==> src/rtl/wb_bus_watchdog_pkg.sv <==
// Shared types and helpers for the Wishbone bus watchdog stage.
package wb_bus_watchdog_pkg;

    typedef enum logic [1:0] {
        IDLE,
        BUSY,
        RESP
    } wd_state_t;

    localparam logic [31:0] TIMEOUT_DATA_DEFAULT = 32'hDEAD_BEEF;

    // Bits needed to count 0 .. n-1; never narrower than one bit.
    function automatic int unsigned clog2(input int unsigned n);
        int unsigned r;
        int unsigned v;
        r = 0;
        v = (n > 0) ? n - 1 : 0;
        while (v > 0) begin
            r++;
            v = v >> 1;
        end
        return (r == 0) ? 1 : r;
    endfunction

endpackage

==> src/rtl/wb_bus_watchdog_fault_log.sv <==
// Sticky timeout flag plus optional address/we/count log.
// Log registers are built only with WB_BUS_WATCHDOG_FAULT_LOG_EN defined.
module wb_bus_watchdog_fault_log
    import wb_bus_watchdog_pkg::*;
#(
    parameter int unsigned FCNT_W = 8
) (
    input  logic              clk,
    input  logic              rst,
    input  logic              timeout,
    input  logic              clr,
    input  logic [31:0]       adr,
    input  logic              we,
    output logic              fault,
    output logic [31:0]       fault_adr,
    output logic              fault_we,
    output logic [FCNT_W-1:0] fault_cnt
);

    // A timeout in the same cycle as a clear wins.
    always_ff @(posedge clk) begin
        if (rst) begin
            fault <= 1'b0;
        end else if (timeout) begin
            fault <= 1'b1;
        end else if (clr) begin
            fault <= 1'b0;
        end
    end

`ifdef WB_BUS_WATCHDOG_FAULT_LOG_EN
    always_ff @(posedge clk) begin
        if (rst) begin
            fault_adr <= '0;
            fault_we  <= 1'b0;
            fault_cnt <= '0;
        end else if (timeout) begin
            fault_adr <= adr;
            fault_we  <= we;
            // Clear and timeout together restart the count at one.
            if (clr) begin
                fault_cnt <= FCNT_W'(1);
            end else if (fault_cnt != '1) begin
                fault_cnt <= fault_cnt + FCNT_W'(1);
            end
        end else if (clr) begin
            fault_adr <= '0;
            fault_we  <= 1'b0;
            fault_cnt <= '0;
        end
    end
`else
    logic unused_log_inputs;

    assign unused_log_inputs = ^{adr, we};
    assign fault_adr         = '0;
    assign fault_we          = 1'b0;
    assign fault_cnt         = '0;
`endif

endmodule

==> src/rtl/wb_bus_watchdog.sv <==
// Wishbone pipeline stage that force-terminates cycles the decoder never ACKs.
// Optional fault log: define WB_BUS_WATCHDOG_FAULT_LOG_EN.
module wb_bus_watchdog
    import wb_bus_watchdog_pkg::*;
#(
    parameter int unsigned TIMEOUT_CYCLES = 256,
    parameter logic [31:0] TIMEOUT_DATA   = TIMEOUT_DATA_DEFAULT,
    parameter int unsigned FCNT_W         = 8
) (
    input  logic              wb_clk_i,
    input  logic              wb_rst_i,
    input  logic              m_cyc_i,
    input  logic              m_stb_i,
    input  logic              m_we_i,
    input  logic [31:0]       m_adr_i,
    input  logic [31:0]       m_dat_i,
    input  logic [3:0]        m_sel_i,
    output logic              m_ack_o,
    output logic [31:0]       m_dat_o,
    output logic              s_cyc_o,
    output logic              s_stb_o,
    output logic              s_we_o,
    output logic [31:0]       s_adr_o,
    output logic [31:0]       s_dat_o,
    output logic [3:0]        s_sel_o,
    input  logic              s_ack_i,
    input  logic [31:0]       s_dat_i,
    output logic              fault_o,
    input  logic              fault_clr_i,
    output logic [31:0]       fault_adr_o,
    output logic              fault_we_o,
    output logic [FCNT_W-1:0] fault_cnt_o
);

    localparam int unsigned      TMR_W    = clog2(TIMEOUT_CYCLES);
    localparam logic [TMR_W-1:0] TMR_LAST = TMR_W'(TIMEOUT_CYCLES - 1);

    wd_state_t        state;
    logic [TMR_W-1:0] timer;
    logic             timeout;

    // An ACK on the last permitted cycle still counts as a normal completion.
    assign timeout = (state == BUSY) && !s_ack_i && (timer == TMR_LAST);

    always_ff @(posedge wb_clk_i) begin
        if (wb_rst_i) begin
            state   <= IDLE;
            timer   <= '0;
            m_ack_o <= 1'b0;
            m_dat_o <= '0;
            s_cyc_o <= 1'b0;
            s_stb_o <= 1'b0;
            s_we_o  <= 1'b0;
            s_adr_o <= '0;
            s_dat_o <= '0;
            s_sel_o <= '0;
        end else begin
            m_ack_o <= 1'b0;
            unique case (state)
                IDLE: begin
                    if (m_cyc_i && m_stb_i) begin
                        s_we_o  <= m_we_i;
                        s_adr_o <= m_adr_i;
                        s_dat_o <= m_dat_i;
                        s_sel_o <= m_sel_i;
                        s_cyc_o <= 1'b1;
                        s_stb_o <= 1'b1;
                        timer   <= '0;
                        state   <= BUSY;
                    end
                end
                BUSY: begin
                    timer <= timer + TMR_W'(1);
                    if (s_ack_i) begin
                        m_dat_o <= s_dat_i;
                        m_ack_o <= 1'b1;
                        s_cyc_o <= 1'b0;
                        s_stb_o <= 1'b0;
                        state   <= RESP;
                    end else if (timer == TMR_LAST) begin
                        m_dat_o <= TIMEOUT_DATA;
                        m_ack_o <= 1'b1;
                        s_cyc_o <= 1'b0;
                        s_stb_o <= 1'b0;
                        state   <= RESP;
                    end else if (!m_cyc_i) begin
                        s_cyc_o <= 1'b0;
                        s_stb_o <= 1'b0;
                        state   <= IDLE;
                    end
                end
                RESP: begin
                    state <= IDLE;
                end
                default: begin
                    state <= IDLE;
                end
            endcase
        end
    end

    wb_bus_watchdog_fault_log #(
        .FCNT_W(FCNT_W)
    ) u_fault_log (
        .clk      (wb_clk_i),
        .rst      (wb_rst_i),
        .timeout  (timeout),
        .clr      (fault_clr_i),
        .adr      (s_adr_o),
        .we       (s_we_o),
        .fault    (fault_o),
        .fault_adr(fault_adr_o),
        .fault_we (fault_we_o),
        .fault_cnt(fault_cnt_o)
    );

endmodule
==> config.mk <==
export PLATFORM = sky130hd
export DESIGN_NAME = wb_bus_watchdog
export DESIGN_NICKNAME = d
export VERILOG_FILES = /design/src/rtl/wb_bus_watchdog_pkg.sv /design/src/rtl/wb_bus_watchdog_fault_log.sv /design/src/rtl/wb_bus_watchdog.sv
export SDC_FILE = /design/constraint.sdc
export NUM_CORES = 1
export LEC_CHECK = 0
export BUFFER_PORTS_ARGS = -buffer_cell sky130_fd_sc_hd__buf_2
export CORE_ASPECT_RATIO = 1.25
export CORE_MARGIN = 3
export CORE_UTILIZATION = 45
export DETAILED_ROUTE_END_ITERATION = 10
export GPL_ROUTABILITY_DRIVEN = 1
export PLACE_DENSITY = 0.8
export SLEW_MARGIN = 0
export SYNTH_ARGS = -nofsm -noshare
export SYNTH_HDL_FRONTEND = slang
export SYNTH_SLANG_ARGS = --single-unit
==> constraint.sdc <==
create_clock -name wb_clk_i -period 2.2 [get_ports wb_clk_i]
set_clock_uncertainty 0.15 [all_clocks]
set_input_delay 0.44 -clock wb_clk_i [delete_from_list [all_inputs] [get_ports wb_clk_i]]
set_output_delay 0.44 -clock wb_clk_i [all_outputs]
set_load 0.02 [all_outputs]
# After elaboration in Yosys (flattened, before gate mapping)
# Index checks and enable logic that the tools add are counted.
[totals]
regBits = 114
word_cells = 48
out_inout_bits = 146
[op_classes]
mux = 18
n_eq_ne = 4
add_sub_neg = 1
reduce_logical = 14
bitwise_logic = 1
[op_table]
columns = ["operator", "count"]
rows = [
  ["32-bit two-way mux", 2],
  ["8-bit one-hot mux with 2 select lines", 1],
  ["8-bit by 1-bit adder with 8-bit output, second input constant", 1],
  ["8-bit == test, second input constant", 1],
  ["1-bit two-way mux", 8],
  ["2-bit two-way mux", 4],
  ["8-bit two-way mux", 1],
  ["2-bit AND reduction", 4],
  ["2-bit nonzero test", 3],
  ["4-bit by 3-bit != test with 1-bit output, second input constant", 1],
  ["2-bit one-hot mux with 2 select lines", 1],
  ["1-bit logical AND", 3],
  ["3-bit AND reduction", 1],
  ["2-bit by 1-bit == test with 1-bit output, second input constant", 1],
  ["2-bit zero test", 1],
  ["2-bit != test, second input constant", 1],
  ["1-bit one-hot mux with 2 select lines", 1],
  ["2-bit OR reduction", 1],
  ["1-bit zero test", 1],
  ["1-bit NOT", 1],
]

# Logic depth before layout (Yosys ltp)
[depth]
ltp_word = 4
ltp_mapped = 6
ltp_nobuf = 4

# Cells and area by module
# Synthesis repeated with hierarchy kept, for this count alone.
[unflattened]
cells_unflattened = 582
hier_area_um2 = 4803.4
[modules_own_cells]
columns = ["module", "n_inst", "cells_per_inst", "area_each_um2"]
rows = [
  ["wb_bus_watchdog", 1, 536, 4453.0],
  ["wb_bus_watchdog_fault_log", 1, 46, 350.3],
]

# Worst setup path after synthesis
# OpenSTA, ideal clock, no wires.
[synth_timing]
path_type = "register to register"
startpoint = "register timer[0]"
endpoint = "register m_dat_o[10]"
n_path_buf = 2
arrival_ns = 1.441
slack_ns = 0.506
stages_incl_launch_ff = 7
synth_period_minus_slack_ns = 1.694
cell_sequence = "dfxtp_1 ha_1 nand3_2 o21ba_1 buf_6 buf_6 a2111oi_2"
[synth_between]
elab_chain_cells = 3
[synth_rtl]
columns = ["element", "line_no", "rtl"]
rows = [
  ["start, declared", "wb_bus_watchdog.sv:39", "logic [TMR_W-1:0] timer;"],
  ["start signal, assigned", "wb_bus_watchdog.sv:73", "timer <= timer + TMR_W'(1);"],
  ["8-bit == test", "wb_bus_watchdog.sv:80", "end else if (timer == TMR_LAST) begin"],
  ["2-bit nonzero test (no line)", "--", ""],
  ["2-bit AND reduction (no line)", "--", ""],
  ["end signal, assigned", "wb_bus_watchdog.sv:75", "m_dat_o <= s_dat_i;"],
  ["end, declared", "wb_bus_watchdog.sv:19", "output logic [31:0] m_dat_o,"],
]
# Every way passes these cells.
# A chain may end at the register's enable or synchronous reset.

# Worst setup path after layout
[layout_timing]
startpoint = "register timer[0]"
endpoint = "register m_dat_o[25]"
# Same word-level chain as after synthesis.

==> metrics.md <==
| Metric | Value |
|---|---|
| Commonest cells after routing, fill and taps aside | `210 x buf_2, 152 x nand2_1, 114 x dfxtp_1` |
| Gate Count Post-Synth | `about 580` |
| P_int | `between 4 and 5 mW` |
| Fillers | `approximately 930` |
| DRC Markers | `0` |
| Static Leak | `2.80 nW` |
| Initial antenna violation count | `0` |
| Flop pwr share | `40.2%` |
| Compound-cell area share of the yosys netlist | `17.7%` |
| Period utilisation layout | `86.0%` |
| DRT Pass-1 Iters | `5` |
| DR iter-0 viols | `166` |
| Synth Cell Area | `approximately 4800 µm²` |
| XOR/XNOR Fraction of Synth Area | `0%` |
| Clock share of power | `slightly below 50%` |
| CP Launch Type | `flop` |
| Die X-Extent | `98.4 µm` |
| Gate power share | `between 10% and 20%` |
| WP data arrival | `2020 ps` |
| HPWL after DPL | `8440 µm` |
| Clock Path Buffers | `2` |
| Switching share of power | `25.2%` |
| Routability cong. | `0.786` |
| Total number of vias | `4521` |
| Core ar. | `10300 µm²` |
| Cell area power density | `853 nW/µm²` |
| Worst-path fanout max | `28` |
| Post-cts sizing count | `0` |
| Number of post-CTS setup repair buffers | `0` |
| Clock buffer count from CTS | `17` |
| Fmax | `between 500 and 600 MHz` |
| Post-Synth Simple-Gate Area | `21.6%` |
| Net Sw Power | `1.38 mW` |
| Area Growth Syn to Fin | `32.9%` |
| Setup TNS | `0 ps` |
| Post-DR vias/cell | `4.93` |
| Layout cell share with drive strength beyond 1 | `between 30% and 40%` |
| Rows | `41` |
| Hold Path Depth | `3` |
| Unrepaired setup endpoints after global routing | `no` |
| TritonCTS clock tree | `yes` |
| Reg2reg path depth | `5` |
| Critical setup path kind | `reg2reg` |
| Total power | `roughly 5.5 mW` |
| Gr usage total | `20.5%` |
| Final WL | `12500 µm` |
| WL per Instance | `13.6 µm` |
| Req. time, crit path | `approximately 2300 ps` |
| Initial Util | `between 40 and 50%` |
| Htree depth | `4` |
| WHS | `126 ps` |
| Commonest non-fill, non-tap cell in the layout | `buf_2` |
| CTS Hold Bufs | `0` |
| Input/output buffers | `211` |
| Final Max Slew Viols | `0` |
| Synth Register Bits | `114` |
| Final ANT Viol Nets | `0` |
| Status | `finished clean` |
| Synthesized area per cell | `around 8.3 µm²` |
| Yosys cell types | `36` |
| Largest net degree at the start of global routing | `77` |
| Largest family of logic cells by synthesized area | `simple AND/OR/NAND/NOR gates` |
| Hold Fails Final Rpt | `0` |
| Max IR drop VDD | `0.545 mV` |
| Total number of yosys warnings | `0` |
| Hold Path Class | `in2reg` |
| Sequential-to-total area share from yosys stat | `a little under half` |
| First-pass GRT wire length | `20100 µm` |
| Final-report setup violation count | `0` |
| Root buf cell | `clkbuf_16` |
| Die ar. | `12000 µm²` |
| Congestion Overflow GR | `0` |
| Clock latency at the later pin of the worst-skew pair | `~400 ps` |
| Die height | `122 µm` |
| Sequential Area | `2280 µm²` |
| Mux cell area share after synthesis | `0%` |
| Slack of the critical path | `307 ps` |
| CP endpoint kind | `flop` |
| Setup WS pre-CTS | `317 ps` |
| Ports | `roughly 250` |
| Max-cap viol count | `0` |
| Post-Synth Adder-Cell Area | `0.260%` |
| Final min period | `roughly 1900 ps` |
| Vias in the first global route | `4273` |
| Ant. Diodes | `0` |
| Final net count | `885` |
| Reg clk slew, reported paths | `50 ps` |
| Reg2Reg Setup Slack | `310 ps` |
| Sink Count | `114` |
| Area of the multi-input gates | `2090 µm²` |
## logic make-up (layout without fill, tap and decap cells)
logic type	count (synthesis)	in the layout
AO/OA/AOI/OAI	122	122
buffers and inverters	112	278
flip-flops	114	114
AND/OR/NAND/NOR	232	232
other	1	41
adder cells (fa/ha/maj)	1	1
## critical path, cell delays in order (launching register included)
cell and delay [ps]:
dfxtp_1 380, ha_1 230, nand3_2 120, o21ba_1 200, buf_4 250, a2111oi_0 420
## power by group through the flow
stage | Sequential (mW) | Clock [mW] | Combinational, mW
2_1_floorplan | 2.33 | 0 | 0.359
3_3_place_gp | 2.23 | 0 | 0.636
3_5_place_dp | 2.23 | 0 | 0.640
4_1_cts | 2.19 | 2.66 | 0.642
5_1_grt | 2.20 | 2.76 | 0.704
6_report | 2.19 | 2.62 | 0.639
## cell type report
type,count,area share [%]
clock buffers,20,7.15
flip-flops and latches,114,35.7
repair buffers,221,18.5
inverters,27,1.59
clock inverters,10,1.74
multi-input cells,396,32.7
well taps,129,2.53
## layer usage
layer / GRT usage (%) / vias up / share of wire [%]
met2: 34.4 / 197 / 49
met3: 8.88 / 23 / 10
met1: 23.0 / 2049 / 39
met4: 8.11 / 0 / 2.2
met5: 0 / - / 0
li1: - / 2252 / -
## state kept, by name, summed over array words and instances (netlist names), 2 cells and up
| name | cells |
|---|---|
| state | 2 |
| s_adr_o | 32 |
| s_sel_o | 4 |
| m_dat_o | 32 |
| s_dat_o | 32 |
| timer | 8 |
## final timing paths
check | startpoint | end
hold / removal | m_dat_i[8] | s_dat_o[8]
setup reg to reg | timer[0] | m_dat_o[25]
setup / recovery | timer[0] | m_dat_o[25]
hold reg to reg | m_dat_o[24] | m_dat_o[24]
## Yosys cell counts (all sizes together)
master / n / area share (%)
nor4bb: 1 / 0.21
nor2b: 1 / 0.13
dfxtp: 114 / 47
a2111oi: 24 / 6.5
a32o: 1 / 0.21
nand4: 1 / 0.13
nand2: 152 / 12
inv: 27 / 2.1
nand4b: 1 / 0.18
clkbuf: 27 / 2.1
ha: 1 / 0.26
o211ai: 1 / 0.16
a221oi: 1 / 0.18
or3: 1 / 0.13
o21ba: 1 / 0.21
conb: 1 / 0.078
o311ai: 3 / 0.55
nand2b: 4 / 0.52
a311oi: 1 / 0.18
nor2: 26 / 2.0
nand4bb: 1 / 0.23
nor3: 2 / 0.21
o221a: 1 / 0.23
nand3: 13 / 1.5
or4: 4 / 0.62
nand3b: 1 / 0.16
o21ai: 1 / 0.10
buf: 58 / 8.6
nor3b: 24 / 3.7
o41ai: 1 / 0.34
a21oi: 87 / 9.1
## metrics by stage
stage / area (µm²) / instances / util, %
2_1_floorplan: 4960 / 622 / -
3_3_place_gp: 5820 / 887 / 56.7
3_5_place_dp: 5820 / 887 / 56.7
4_1_cts: 6390 / 917 / 62.2
5_1_grt: 6390 / 917 / 62.2
6_report: 6390 / 917 / 62.2
No activity file was read; power rests on OpenSTA's default activity.
